## src/rtl/audio_pkg.sv

```systemverilog
// audio_pkg: constants and helpers shared by the IEC 60958 audio sample packetizer.
package audio_pkg;
    localparam logic [7:0] AUDIO_SAMPLE_HB0 = 8'h02;
    localparam int CS_BITS = 192;
    typedef logic [55:0] subpacket_t;
    // Consumer channel status; copyright bit set means "not asserted".
    function automatic logic [CS_BITS-1:0] cs_word(
        input logic [3:0] chan_num,
        input logic [3:0] sf,
        input logic [3:0] wl
    );
        logic [CS_BITS-1:0] w;
        w = '0;
        w[2] = 1'b1;
        w[23:20] = chan_num;
        w[27:24] = sf;
        w[35:32] = wl;
        return w;
    endfunction
    function automatic logic even_parity(input logic [26:0] d);
        return ^d;
    endfunction
    function automatic logic [7:0] fc_add(input logic [7:0] base, input logic [2:0] k);
        logic [8:0] s;
        s = {1'b0, base} + {6'd0, k};
        return (s >= 9'd192) ? 8'(s - 9'd192) : s[7:0];
    endfunction
endpackage

```

## src/rtl/audio_sample_fifo.sv

```systemverilog
// audio_sample_fifo: frame FIFO, first-word-fall-through with a 4-entry lookahead read.
module audio_sample_fifo #(
    parameter int WIDTH = 32,
    parameter int DEPTH = 8
) (
    input  logic                       clk_pixel,
    input  logic                       reset_n,
    input  logic                       push,
    input  logic [WIDTH-1:0]           wr_data,
    input  logic [2:0]                 pop_cnt,
    output logic [3:0][WIDTH-1:0]      rd_data,
    output logic [$clog2(DEPTH):0]     level
);
    localparam int AW = $clog2(DEPTH);
    logic [WIDTH-1:0] mem [DEPTH];
    logic [AW-1:0] wr_ptr, rd_ptr;
    always_ff @(posedge clk_pixel)
        if (push) mem[wr_ptr] <= wr_data;
    always_ff @(posedge clk_pixel or negedge reset_n)
        if (!reset_n) begin
            wr_ptr <= '0;
            rd_ptr <= '0;
            level <= '0;
        end else begin
            wr_ptr <= wr_ptr + AW'(push);
            rd_ptr <= rd_ptr + AW'(pop_cnt);
            level <= level + (AW+1)'(push) - (AW+1)'(pop_cnt);
        end
    always_comb
        for (int k = 0; k < 4; k++) rd_data[k] = mem[rd_ptr + AW'(k)];
endmodule

```

## src/rtl/audio_sample_packetizer.sv

```systemverilog
// audio_sample_packetizer: packs buffered PCM frames into HDMI audio sample packets,
// one packet per accepted data-island request.
module audio_sample_packetizer
    import audio_pkg::*;
#(
    parameter int         CHANNEL_COUNT      = 2,
    parameter int         SAMPLE_WIDTH       = 16,
    parameter int         FIFO_DEPTH         = 8,
    parameter logic [3:0] SAMPLING_FREQUENCY = 4'b0000,
    parameter logic [3:0] WORD_LENGTH        = 4'b0010
) (
    input  logic                                        clk_pixel,
    input  logic                                        reset_n,
    input  logic                                        in_valid,
    output logic                                        in_ready,
    input  logic [CHANNEL_COUNT-1:0][SAMPLE_WIDTH-1:0]  in_sample,
    input  logic                                        pkt_request,
    output logic                                        pkt_valid,
    output logic [23:0]                                 header,
    output logic [3:0][55:0]                            sub,
    output logic [$clog2(FIFO_DEPTH):0]                 fifo_level
);
    localparam int LW = $clog2(FIFO_DEPTH) + 1;
    localparam int SW = SAMPLE_WIDTH;
    localparam int FW = CHANNEL_COUNT * SAMPLE_WIDTH;
    localparam logic LAYOUT = 1'(CHANNEL_COUNT > 2);

    logic ready_en, accept;
    logic [2:0] pop_cnt;
    logic [3:0][FW-1:0] rd_data;
    logic [7:0] frame_cnt;
    logic [3:0] present, b_bits;
    logic [3:0][55:0] nxt_sub;

    function automatic subpacket_t make_sub(
        input logic [SW-1:0] l,
        input logic [SW-1:0] r,
        input int            lch,
        input logic [7:0]    fc
    );
        logic [CS_BITS-1:0] cs_l, cs_r;
        logic [23:0] w_l, w_r;
        logic c_l, c_r;
        cs_l = cs_word(4'(lch + 1), SAMPLING_FREQUENCY, WORD_LENGTH);
        cs_r = cs_word(4'(lch + 2), SAMPLING_FREQUENCY, WORD_LENGTH);
        c_l = cs_l[fc];
        c_r = cs_r[fc];
        w_l = 24'(l) << (24 - SW);
        w_r = 24'(r) << (24 - SW);
        return {even_parity({c_r, 2'b00, w_r}), c_r, 2'b00,
                even_parity({c_l, 2'b00, w_l}), c_l, 2'b00, w_r, w_l};
    endfunction

    assign in_ready = ready_en && (fifo_level < LW'(FIFO_DEPTH));
    assign accept = pkt_request && !pkt_valid && (fifo_level != '0);
    assign pop_cnt = !accept ? 3'd0 : LAYOUT ? 3'd1 :
                     (fifo_level >= LW'(4)) ? 3'd4 : 3'(fifo_level);

    audio_sample_fifo #(.WIDTH(FW), .DEPTH(FIFO_DEPTH)) u_fifo (
        .clk_pixel (clk_pixel),
        .reset_n   (reset_n),
        .push      (in_valid && in_ready),
        .wr_data   (in_sample),
        .pop_cnt   (pop_cnt),
        .rd_data   (rd_data),
        .level     (fifo_level)
    );

    // Stereo spreads up to four frames over the subpackets; multichannel uses one frame.
    always_comb begin
        nxt_sub = '0;
        present = '0;
        b_bits = '0;
        if (!LAYOUT) begin
            for (int k = 0; k < 4; k++)
                if (k < int'(fifo_level)) begin
                    present[k] = 1'b1;
                    b_bits[k] = fc_add(frame_cnt, 3'(k)) == 8'd0;
                    nxt_sub[k] = make_sub(rd_data[k][0 +: SW], rd_data[k][SW +: SW], 0,
                                          fc_add(frame_cnt, 3'(k)));
                end
        end else begin
            b_bits[0] = frame_cnt == 8'd0;
            for (int i = 0; i < CHANNEL_COUNT / 2; i++) begin
                present[i] = 1'b1;
                nxt_sub[i] = make_sub(rd_data[0][2*i*SW +: SW], rd_data[0][(2*i+1)*SW +: SW],
                                      2 * i, frame_cnt);
            end
        end
    end

    always_ff @(posedge clk_pixel or negedge reset_n)
        if (!reset_n) begin
            ready_en <= 1'b0;
            pkt_valid <= 1'b0;
            frame_cnt <= '0;
            header <= '0;
            sub <= '0;
        end else begin
            ready_en <= 1'b1;
            pkt_valid <= accept;
            if (accept) begin
                header <= {b_bits, 4'b0000, 3'b000, LAYOUT, present, AUDIO_SAMPLE_HB0};
                sub <= nxt_sub;
                frame_cnt <= fc_add(frame_cnt, pop_cnt);
            end
        end
endmodule

```

## config.mk

```make
export PLATFORM = sky130hd
export DESIGN_NAME = audio_sample_packetizer
export DESIGN_NICKNAME = d
export VERILOG_FILES = /design/src/rtl/audio_pkg.sv /design/src/rtl/audio_sample_fifo.sv /design/src/rtl/audio_sample_packetizer.sv
export SDC_FILE = /design/constraint.sdc
export NUM_CORES = 1
export LEC_CHECK = 0
export BUFFER_PORTS_ARGS = -buffer_cell sky130_fd_sc_hd__buf_4
export CAP_MARGIN = 10
export CORE_MARGIN = 2
export CORE_UTILIZATION = 40
export DETAILED_ROUTE_END_ITERATION = 16
export GPL_ROUTABILITY_DRIVEN = 0
export GPL_TIMING_DRIVEN = 0
export PLACE_DENSITY = 0.63
export REMOVE_ABC_BUFFERS = 1
export SLEW_MARGIN = 0
export SYNTH_ARGS = -nofsm -noshare
export SYNTH_HDL_FRONTEND = slang
export SYNTH_SLANG_ARGS = --single-unit
export TNS_END_PERCENT = 10
```

## constraint.sdc

```tcl
create_clock -name clk_pixel -period 5.1 [get_ports clk_pixel]
set_clock_uncertainty 0.1 [all_clocks]
set_input_delay 1.53 -clock clk_pixel [delete_from_list [all_inputs] [get_ports clk_pixel]]
set_output_delay 1.53 -clock clk_pixel [all_outputs]
set_load 0.1 [all_outputs]
```

# ---- Word-level counts from Yosys, hierarchy flattened
# Memory sizes are Yosys's and may differ from the RTL's.
# Index checks and enable logic that the tools add are counted.
dict set report totals {
  ff_bits 253
  mem_bits_rw 256
  mem_bits_ro 2048
  input_bits 36
  output_inout_bits 254
  word_cells 98
  memories 9
}
dict set report op_classes {
  add_sub_neg 16
  magnitude_cmp 15
  n_mux 29
  n_reduce_logical 18
}
# memory depth word_bits rd rd_ports_with_merged_regs wr line
set mem_list {}
lappend mem_list {{(name not given)} 256 1 1 0 0 audio_sample_packetizer.sv:47} ;# c_r = cs_r[fc];
lappend mem_list {{(name not given)} 256 1 1 0 0 audio_sample_packetizer.sv:46} ;# c_l = cs_l[fc];
lappend mem_list {{(name not given)} 256 1 1 0 0 audio_sample_packetizer.sv:47}
lappend mem_list {{(name not given)} 256 1 1 0 0 audio_sample_packetizer.sv:46}
lappend mem_list {{(name not given)} 256 1 1 0 0 audio_sample_packetizer.sv:47}
lappend mem_list {{(name not given)} 256 1 1 0 0 audio_sample_packetizer.sv:46}
lappend mem_list {{+3 memories} - - - - - -}
# op n
set ops {}
lappend ops {{56-bit two-way mux} 4}
lappend ops {{27-bit XOR reduction} 8}
lappend ops {{8-bit two-way mux} 5}
lappend ops {{8-bit subtractor, second input constant} 5}
lappend ops {{9-bit by 8-bit >= comparator with 1-bit output, second input constant} 4}
lappend ops {{8-bit by 9-bit less-than comparator with 1-bit output, second input constant} 4}
lappend ops {{8-bit logical NOT} 4}
lappend ops {{8-bit by 2-bit adder with 9-bit output, second input constant} 2}
lappend ops {{1-bit two-way mux} 18}
lappend ops {{8-bit by 1-bit adder with 9-bit output, second input constant} 1}
lappend ops {{8-bit by 3-bit adder with 9-bit output} 1}
lappend ops {{8-bit >= comparator, second input constant} 1}
lappend ops {{1-bit by 4-bit less-than comparator with 1-bit output, first input constant} 2}
lappend ops {{2-bit by 4-bit less-than comparator with 1-bit output, first input constant} 2}
lappend ops {{3-bit by 2-bit adder with 3-bit output, second input constant} 2}
lappend ops {{3-bit two-way mux} 2}
lappend ops {{4-bit by 1-bit adder with 4-bit output} 1}
lappend ops {{4-bit by 3-bit >= comparator with 1-bit output, second input constant} 1}
lappend ops {{1-bit logical AND} 4}
lappend ops {{4-bit less-than comparator, second input constant} 1}
lappend ops {{4-bit nonzero test} 1}
lappend ops {{4-bit by 3-bit subtractor with 4-bit output} 1}
lappend ops {{3-bit by 1-bit adder with 3-bit output} 1}
lappend ops {{3-bit by 1-bit adder with 3-bit output, second input constant} 1}
lappend ops {{other kinds (2)} 2}

# ---- Logic depth before layout (Yosys ltp)
# Gate-level depths: netlist of run 1.
dict set report depth {
  depth_word 7
  depth_mapped 15
  depth_no_buf 15
}

# ---- By module
# From an unflattened synthesis of run 1, not the netlist that was laid out.
dict set report unflattened {
  cells_unflattened 1870
  area_unflattened_um2 23787.8
}
# module instances cells_per_inst area_per_inst_um2 seq_area_each_um2
set by_module_without_submodules {}
lappend by_module_without_submodules {audio_sample_fifo 1 929 14752.9 7937.6}
lappend by_module_without_submodules {audio_sample_packetizer 1 941 9034.9 4078.9}

# ---- Worst setup path after synthesis of run 1
# Ideal clock, no wire load.
dict set report synth_path {
  path_type {register to register}
  start {register u_fifo.level[3]}
  end {memory u_fifo.mem[0][0], enable pin}
  setup_ps 461
  arrival_time_ps 4960
  required_time_ps 4539
  setup_slack_ps -421
  stages_incl_launch_ff 6
  path_buffers 0
  synth_period_minus_slack_ps 5521
  cell_sequence {dfrtp_1 > nor2b_1 > nand2_1 > inv_1 > nand2b_1 > nor3_1}
}
dict set report synth_between {
  elab_chain_cells 5
}
# item line
set synth_rtl {}
lappend synth_rtl {{start: declaration} audio_sample_fifo.sv:12} ;# output logic [$clog2(DEPTH):0] level
lappend synth_rtl {{start signal: assignment} audio_sample_fifo.sv:27} ;# level <= level + (AW+1)'(push) - (AW+1)'(pop_cnt);
lappend synth_rtl {{4-bit less-than comparator} audio_sample_packetizer.sv:54} ;# assign in_ready = ready_en && (fifo_level < LW'(FIFO_DEPTH));
lappend synth_rtl {{1-bit logical AND} audio_sample_packetizer.sv:54}
lappend synth_rtl {{net in_ready} audio_sample_packetizer.sv:15} ;# output logic in_ready,
lappend synth_rtl {{1-bit logical AND} audio_sample_packetizer.sv:62} ;# .push (in_valid && in_ready),
lappend synth_rtl {{1-bit two-way mux} audio_sample_fifo.sv:18} ;# if (push) mem[wr_ptr] <= wr_data;
lappend synth_rtl {{1-bit two-way mux (implied by the code)} audio_sample_fifo.sv:18}
lappend synth_rtl {{end: declaration} audio_sample_fifo.sv:15} ;# logic [WIDTH-1:0] mem [DEPTH];
# The timed path passes the listed nets, and every way through them passes these cells.

# ---- Worst setup path in the final report of run 1
dict set report layout_path {
  start {register u_fifo.rd_ptr[1]}
  end {register sub[219] (netlist name)}
}
dict set report layout_between {
  elab_chain_cells 4
}
# item line
set layout_rtl {}
lappend layout_rtl {{start: declaration} audio_sample_fifo.sv:16} ;# logic [AW-1:0] wr_ptr, rd_ptr;
lappend layout_rtl {{start signal: assignment} audio_sample_fifo.sv:26} ;# rd_ptr <= rd_ptr + AW'(pop_cnt);
lappend layout_rtl {{3-bit by 2-bit adder with 3-bit output} audio_sample_fifo.sv:30} ;# for (int k = 0; k < 4; k++) rd_data[k] = mem[rd_ptr + AW'(k)];
lappend layout_rtl {{memory 8 x 32 bit} -}
lappend layout_rtl {{27-bit XOR reduction} audio_pkg.sv:21} ;# return ^d;
lappend layout_rtl {{56-bit two-way mux} audio_sample_packetizer.sv:76} ;# if (k < int'(fifo_level)) begin
lappend layout_rtl {{end signal: assignment} audio_sample_packetizer.sv:104} ;# sub <= nxt_sub;
lappend layout_rtl {{end: declaration} audio_sample_packetizer.sv:20} ;# output logic [3:0][55:0] sub,
# Every way passes these cells.
# A chain may end at the register's enable or synchronous reset.

==> flow_metrics.py, run 1 <==
metrics = {
    "place": {
        "port_buffers": 194,
        "dp_hpwl_um": 41000,
        "post-place-ws_ns": -0.164,
    },
    "setup_path": {
        "start_kind": "flip-flop",
        "path_class": "reg2reg",
        "crit_arrival_ns": 5.17,
        "crit_path_end_kind": "flip-flop",
        "crit_path_max_fanout": 34,
        "worstPathRequired_ns": 5.43,
        "reg2reg_from": "u_fifo.rd_ptr[1]",
        "crit_start": "u_fifo.rd_ptr[1]",
    },
    "logic_synthesis": {
        "postSynthCellCount": 1644,
        "avgSynthCellArea_um2": 13.9,
        "netlist_area_mm2": 0.0229,
        "yosysMostFrequentCell": "edfxtp_1",
        "yosys_warnings": 0,
        "ys_seq_elements": 429,
        "post-synth-top-area-fraction_pct": 33.6,
        "synthArstFlopShare_pct": 40.3,
        "synthFlopType": "edfxtp_1",
        "yosys-top-cells-area": "edfxtp_1 (34%), dfrtp_1 (19%), mux4_2 (16%), mux2i_1 (8.6%), xnor2_1 (5.1%)",
        "synth_top_cell_by_area": "edfxtp_1",
        "synth_edf_count": 256,
        "netlist_top_cells_count": "edfxtp_1 (256), mux2i_1 (196), dfrtp_1 (173), nand2_1 (169), mux4_2 (160)",
        "synth.yosys.seq_area_share_pct": 52.6,
        "ys_types": 58,
    },
    "layout": {
        "areaGrowthSynthToFinish_pct": 18.0,
        "drive_gt1_share_pct": 26.5,
        "fill_cells": 4850,
        "fin_util_pct": 47.8,
        "fin_nets": 1884,
    },
    "clock_tree": {
        "insertion_delay_ns": 0.58,
        "hold_buffers": 0,
        "cts_made_buffers": 47,
        "h-tree-depth": 2,
        "clk_path_buf_depth": 3,
        "clk_pin_slew_ns": 0.06,
        "clockRootBuffer": "clkbuf_16",
        "cts.sinks": 429,
        "cts_tree": "yes",
    },
    "global_routing": {
        "grt_pass1_vias": 14300,
        "overflow": 0,
        "grt_usage_pct": 19.9,
        "grt_pass1_wl_um": 88700,
        "grt_max_degree": 100,
        "antenna_found_initial": 3,
    },
    "detailed_routing": {
        "num_vias": 14300,
        "vias_per_cell": 5.48,
        "drtAntennaViolNets": 0,
        "drt-initial-drc-count": 1358,
        "firstDrtPassIters": 5,
        "wl_um": 59000,
        "wire_per_inst_um": 22.6,
        "drc": 0,
    },
    "hold_path": {
        "hold_class": "reg2reg",
        "worstHoldStart": "header[8]",
    },
    "floorplan": {
        "initial_core_util_pct": 40.5,
        "coreArea_mm2": 0.0565,
        "die_area_mm2": 0.0591,
        "die_h_um": 243,
        "die_w_um": 243,
        "placementRows": 87,
        "io_pins": 290,
    },
    "timing": {
        "min_period_ns": 4.84,
        "rsz0062_at_grt": "no",
        "max_freq_mhz": 207,
        "finalMaxSlewViolations": 0,
        "report.final.hold_viol_count": 0,
        "slew-limit-headroom_pct": 37.5,
        "timing.final.crit_share_pct": 94.8,
        "setup_viol": 0,
        "worst_pin_slew_ns": 0.937,
        "setup_ws_ns": 0.265,
    },
    "outcome": {
        "status": "finished, final reports clean",
    },
    "job": {
        "max-cap-violations": 0,
    },
}
-- routing by layer --
layer  wire length, um  GRT usage [%]  up-vias
met5                40              0        -
met4              1470           5.72        6
met3              3810           3.78       90
met2             28200           32.2      555
met1             25500           27.3     7358
li1                  -              -     6337
-- path summary, 6_finish.rpt --
check | end | slack [ns] | depth (start not counted)
setup / recovery | sub[219] | 0.26 | 12
hold / removal | header[8] | 0.37 | 1
setup reg to reg | sub[219] | 0.26 | 12
hold reg to reg | header[8] | 0.37 | 1
max in group asynchronous | sub[93] | 3.10 | 2
min in group asynchronous | sub[46] | 0.82 | 1
-- final cells by class --
cell class	count	area [um^2]	share of cell area [%]
clock buffers	63	1370	5.08
diodes	1	2.50	0.00927
repair buffers	231	2220	8.22
inverters	26	103	0.380
clock inverters	24	320	1.19
well taps	756	946	3.51
flip-flops and latches	429	12000	44.6
multi-input cells	1087	10000	37.1
-- metrics by stage --
stage	setup TNS (ns)	area (um^2)	std cells	hold slack (ns)
after floorplan	-762.21	22000	1542	0.392
after global placement	-1588.28	24400	2492	0.350
after detailed placement	-0.259	25300	2528	0.354
after CTS	0	27000	2616	0.372
after global routing	0	27000	2616	0.406
final	0	27000	2617	0.365
-- cells by family (layout without fill, tap and decap cells) --
group / after synthesis / count (layout) / share of synthesized area [%]
adders and majority gates: 26 / 26 / 1.52
and+or+nand+nor: 247 / 247 / 4.61
xor gates and xnor gates: 152 / 152 / 5.89
DFF: 429 / 429 / 52.6
muxes: 357 / 357 / 24.4
AOI/OAI and AO/OA: 209 / 209 / 5.19
other: 2 / 97 / 0.0328
buffers and inverters: 222 / 344 / 5.80
-- cell usage in the layout (no fill, tap or decap), types with 4 or more instances in the layout --
| cell type | Yosys | routed |
|---|---|---|
| clkbuf_16 | 0 | 50 |
| xnor2_1 | 134 | 134 |
| mux4_2 | 160 | 160 |
| inv_1 | 25 | 25 |
| a22o_1 | 7 | 7 |
| buf_8 | 0 | 4 |
| buf_6 | 5 | 7 |
| o21ai_0 | 141 | 140 |
| nand3_1 | 8 | 8 |
| buf_12 | 0 | 15 |
| nor2_4 | 0 | 6 |
| inv_6 | 0 | 6 |
| nand2_1 | 169 | 168 |
| mux2i_1 | 196 | 196 |
| conb_1 | 2 | 96 |
| buf_4 | 115 | 193 |
| clkbuf_8 | 0 | 7 |
| and3_1 | 5 | 5 |
| nor2_1 | 22 | 16 |
| a21oi_1 | 13 | 12 |
| clkbuf_1 | 46 | 6 |
| nor3_1 | 11 | 9 |
| o21ai_1 | 9 | 8 |
| dfrtp_1 | 173 | 170 |
| nor2b_1 | 4 | 4 |
| nand2b_1 | 6 | 6 |
| or3_1 | 4 | 4 |
| clkinv_2 | 0 | 5 |
| a221oi_1 | 4 | 4 |
| buf_16 | 0 | 12 |
| edfxtp_1 | 256 | 256 |
| and2_1 | 4 | 4 |
| xor2_1 | 16 | 16 |
| bufinv_16 | 0 | 7 |
| a31oi_1 | 4 | 4 |
| ha_1 | 23 | 22 |
| nor4_1 | 4 | 4 |
-- timing repair --
action                                  4_1_cts  5_1_grt
gates resized for setup                       0        1
endpoints found under the setup margin        2        1
buffers inserted                              1        0
-- critical path, stage by stage (launching register included) --
cell and delay [ns]:
dfrtp_4 0.68, inv_6 0.57, ha_4 0.25, xor2_4 0.63
buf_16 0.24, buf_12 0.19, mux4_2 0.60, xnor2_1 0.27
xnor2_1 0.17, xnor2_1 0.16, xnor2_1 0.51, xnor2_1 0.18
o21ai_1 0.07
-- state kept, by name (all words and copies together) (netlist names) --
signal,cells
header,9
ready_en,1
u_fifo.mem,256
sub,144
u_fifo.rd_ptr,3
u_fifo.wr_ptr,3
pkt_valid,1
u_fifo.level,4
frame_cnt,8
Power of run 1 is left out: the tool's default activity adds up to more than one toggle a clock period on the data nets, which glitch-free logic cannot reach.
==> inputs of run 2 (changes only) <==
BUFFER_PORTS_ARGS = -buffer_cell sky130_fd_sc_hd__clkbuf_2   (was -buffer_cell sky130_fd_sc_hd__buf_4)
==> flow_metrics.py, run 2 (synthesized netlist as in run 1, its figures left out) <==
metrics = {
    "clock_tree": {
        "clockRootBuffer": "clkbuf_16",
        "cts_tree": "yes",
        "cts.sinks": 429,
        "insertion_delay_ns": 0.58,
        "clk_pin_slew_ns": 0.06,
        "cts_made_buffers": 46,
        "cts_resized": 0,
        "h-tree-depth": 2,
        "clk_path_buf_depth": 3,
    },
    "layout": {
        "fill_cells": 4992,
        "fin_nets": 1883,
        "mostFrequentLayoutCells": "edfxtp_1 (256), mux2i_1 (196), clkbuf_2 (193)",
        "final_common_cell": "edfxtp_1",
        "top_register": "u_fifo.mem",
        "areaGrowthSynthToFinish_pct": 15.3,
        "multi_input_area_mm2": 0.0100,
        "largest_reg_flops": 256,
        "final_cells": 2617,
        "final_area_mm2": 0.0264,
        "drive_gt1_share_pct": 26.4,
        "reg_top3": "u_fifo.mem x256, sub x144, header x9",
        "seqCellArea_mm2": 0.0120,
    },
    "timing": {
        "worst_pin_slew_ns": 0.990,
        "fin_hold_ws_ns": 0.361,
        "timing.final.crit_share_pct": 92.5,
        "finalMaxSlewViolations": 0,
        "rsz0062_at_grt": "no",
        "max_freq_mhz": 212,
        "report.final.hold_viol_count": 0,
        "setup_viol": 0,
        "min_period_ns": 4.72,
        "slew-limit-headroom_pct": 34.0,
    },
    "setup_path": {
        "cpPeakStageDelay_ns": 0.94,
        "crit_path_max_fanout": 64,
        "path_class": "reg2reg",
        "crit_family": "XOR/XNOR gates",
        "start_kind": "flip-flop",
        "crit_path_end_kind": "flip-flop",
        "path_cells": "buf_16, buf_16, inv_1, ha_4, mux4_2, xnor2_1, xnor2_1, xnor2_1, xnor2_1, xnor2_1, o21ai_1",
        "worstPathRequired_ns": 5.42,
        "crit_arrival_ns": 5.04,
        "crit_top_cell": "xnor2_1",
        "path_buf_inv": 3,
        "cp_slowest_cell": "ha_4",
    },
    "place": {
        "port_buffers": 194,
        "dp_hpwl_um": 40600,
        "place_inst": 2526,
        "postPlaceCellArea_mm2": 0.0248,
    },
    "detailed_routing": {
        "drtAntennaViolNets": 0,
        "firstDrtPassIters": 5,
        "vias_per_cell": 5.50,
        "wl_um": 58600,
        "drc": 0,
        "num_vias": 14400,
        "wire_per_inst_um": 22.4,
        "drt-initial-drc-count": 1121,
    },
    "hold_path": {
        "hold_class": "reg2reg",
    },
    "job": {
        "max-cap-violations": 0,
    },
    "global_routing": {
        "grt_usage_pct": 19.9,
        "grt_max_degree": 106,
        "grt_pass1_wl_um": 89200,
        "antenna_found_initial": 5,
        "grt_pass1_vias": 14500,
        "overflow": 0,
    },
    "floorplan": {
        "placementRows": 87,
        "die_w_um": 243,
        "die_area_mm2": 0.0591,
        "initial_core_util_pct": 40.5,
        "die_h_um": 243,
        "coreArea_mm2": 0.0565,
        "io_pins": 290,
    },
    "outcome": {
        "status": "finished, final reports clean",
    },
}
==> run 2: cell types whose count changed in the layout (fill, tap and decap cells not counted), sizes merged <==
| cell | previous run | this run |
|---|---|---|
| clkbuf | 63 | 250 |
| buf | 231 | 37 |
| clkinvlp | 2 | 3 |
| diode | 1 | 3 |
| clkinv | 9 | 16 |
| bufinv | 7 | 3 |
| inv | 32 | 33 |
==> run 2: final cells by class <==
type,instances,share of cell area (%)
flip-flops and latches,429,45.6
clock buffers,56,4.87
multi-input cells,1087,37.9
clock inverters,29,0.978
diodes,3,0.0285
well taps,756,3.59
inverters,26,0.380
repair buffers,231,6.58
==> run 2: repair_timing <==
item                       4_1_cts  5_1_grt
gates cloned                     0        0
hold endpoints to repair         0        0
setup endpoints to repair        1        3
hold buffers                     0        0
setup buffers                    1        2
==> run 2: through the flow <==
stage | setup WS [ns] | TNS [ns] | util (%)
2_1_floorplan | -6.39 | -762.21 | -
3_3_place_gp | -10.18 | -1755.35 | 42.3
6_report | 0.382 | 0 | 46.6
3_5_place_dp | -0.136 | -0.200 | 43.8
5_1_grt | 0.0140 | 0 | 46.6
4_1_cts | 0.0101 | 0 | 46.6
==> run 2: path summary, 6_finish.rpt <==
kind | from | end | slack (ns) | depth (start not counted)
min in group asynchronous | reset_n | sub[40] | 0.85 | 1
hold / removal | header[8] | header[8] | 0.36 | 1
setup / recovery | u_fifo.rd_ptr[0] | sub[107] | 0.38 | 11
hold reg to reg | header[8] | header[8] | 0.36 | 1
max in group asynchronous | reset_n | sub[93] | 3.06 | 2
setup reg to reg | u_fifo.rd_ptr[0] | sub[107] | 0.38 | 11
==> run 2: routing by layer <==
layer / up-vias / global-route usage [%] / routed length, um / share of wire, %
met3: 96 / 3.66 / 3750 / 6.4
met2: 500 / 33.1 / 28600 / 49
met5: - / 0 / 27 / 0.046
met4: 6 / 5.36 / 1400 / 2.4
li1: 6337 / - / - / -
met1: 7446 / 26.9 / 24800 / 42
Power of run 2 is left out for the same reason.
==> inputs of run 3 (changes only) <==
CELL_PAD_IN_SITES_DETAIL_PLACEMENT = 1   (was unset)
CELL_PAD_IN_SITES_GLOBAL_PLACEMENT = 1   (was unset)
PLACE_DENSITY = 0.73   (was 0.63)
==> flow_metrics.py, run 3 (synthesized netlist as in run 1, its figures left out) <==
metrics = {
    "timing": {
        "max_freq_mhz": 205,
        "fin_hold_ws_ns": 0.370,
        "finalMaxSlewViolations": 0,
        "timing.final.crit_share_pct": 95.6,
        "min_period_ns": 4.88,
        "report.final.hold_viol_count": 0,
        "rsz0062_at_grt": "no",
        "slew-limit-headroom_pct": 37.4,
        "setup_viol": 0,
        "worst_pin_slew_ns": 0.939,
    },
    "floorplan": {
        "die_area_mm2": 0.0591,
        "coreArea_mm2": 0.0565,
        "placementRows": 87,
        "initial_core_util_pct": 40.5,
        "die_h_um": 243,
        "die_w_um": 243,
        "io_pins": 290,
    },
    "layout": {
        "fin_util_pct": 46.5,
        "reg_top3": "u_fifo.mem x256, sub x144, header x9",
        "mostFrequentLayoutCells": "edfxtp_1 (256), mux2i_1 (196), clkbuf_2 (193)",
        "final_common_cell": "edfxtp_1",
        "areaGrowthSynthToFinish_pct": 14.8,
        "fill_cells": 5733,
        "drive_gt1_share_pct": 26.3,
        "final_area_mm2": 0.0262,
        "largest_reg_flops": 256,
        "top_register": "u_fifo.mem",
        "fin_nets": 1883,
    },
    "clock_tree": {
        "clk_path_buf_depth": 3,
        "h-tree-depth": 2,
        "cts_made_buffers": 46,
        "insertion_delay_ns": 0.58,
        "cts_tree": "yes",
        "cts.sinks": 429,
        "clk_pin_slew_ns": 0.06,
        "clockRootBuffer": "clkbuf_16",
    },
    "setup_path": {
        "crit_path_max_fanout": 34,
        "path_cells": "inv_6, ha_4, xor2_4, buf_16, mux4_2, xnor2_1, xnor2_1, xnor2_1, xnor2_1, xnor2_1, o21ai_1",
        "worstPathRequired_ns": 5.44,
        "r2r_cells": 11,
        "start_kind": "flip-flop",
        "crit_path_end_kind": "flip-flop",
        "cp_slowest_cell": "dfrtp_4",
        "cpPeakStageDelay_ns": 1.03,
        "crit_arrival_ns": 5.22,
        "path_class": "reg2reg",
        "crit_top_cell": "xnor2_1",
    },
    "detailed_routing": {
        "wire_per_inst_um": 24.4,
        "drc": 0,
        "wl_um": 63700,
        "drtAntennaViolNets": 0,
        "vias_per_cell": 5.56,
        "firstDrtPassIters": 5,
        "num_vias": 14500,
        "drt-initial-drc-count": 1119,
    },
    "hold_path": {
        "hold_depth": 1,
        "hold_class": "reg2reg",
    },
    "job": {
        "max-cap-violations": 0,
    },
    "place": {
        "postPlaceCellArea_mm2": 0.0247,
        "dp_hpwl_um": 44400,
        "port_buffers": 194,
    },
    "outcome": {
        "status": "finished, final reports clean",
    },
    "global_routing": {
        "grt_max_degree": 95,
        "overflow": 0,
        "grt_pass1_vias": 15300,
        "grt_usage_pct": 21.6,
        "grt_pass1_wl_um": 96800,
        "antenna_found_initial": 5,
    },
}
[run 3: final timing paths]
check                             to        startpoint  slack (ns)
setup / recovery            sub[219]  u_fifo.rd_ptr[1]        0.22
min in group asynchronous   sub[186]           reset_n        0.88
max in group asynchronous   sub[148]           reset_n        3.10
hold / removal             header[1]         header[1]        0.37
setup reg to reg            sub[219]  u_fifo.rd_ptr[1]        0.22
hold reg to reg            header[1]         header[1]        0.37
[run 3: area by class of cell]
type	count	area, um^2	share of cell area (%)
timing repair buffer	231	1700	6.47
tap	756	946	3.60
inverter	26	103	0.391
antenna	1	2.50	0.00953
multi-input combinational	1087	10000	38.1
clock inverter	27	223	0.849
sequential	429	12000	45.8
clock buffer	58	1250	4.75
[run 3: routing by layer]
metal | GRT usage, % | wire (um) | up-vias
met4 | 6.01 | 1530 | 8
met2 | 36.6 | 31700 | 479
li1 | - | - | 6332
met3 | 3.89 | 3660 | 93
met5 | 0 | 42 | -
met1 | 28.6 | 26800 | 7629
[run 3: worst max-delay path, delay by kind of cell, from the launching register on]
family	cells	cell delay (ns)
XOR/XNOR	6	1.92
AO/OA/AOI/OAI	1	0.07
buffers and inverters	2	0.69
flip-flops	1	1.03
multiplexers	1	0.56
adder cells (fa/ha/maj)	1	0.33
[run 3: per-stage QoR]
| stage | setup WS, ns | instances | setup TNS [ns] |
|---|---|---|---|
| floorplan | -6.39 | 1542 | -762.21 |
| finish | 0.224 | 2615 | 0 |
| global placement | -9.99 | 2492 | -1817.57 |
| detailed placement | -0.296 | 2526 | -0.513 |
| global route | 0.0335 | 2615 | 0 |
| CTS | 0.0162 | 2611 | 0 |
[run 3: timing repair]
action | 4_1_cts | 5_1_grt
buffers inserted | 0 | 3
hold buffers | 0 | 0
resized for setup | 0 | 2
setup endpoints to repair | 0 | 4
Power of run 3 is left out for the same reason.
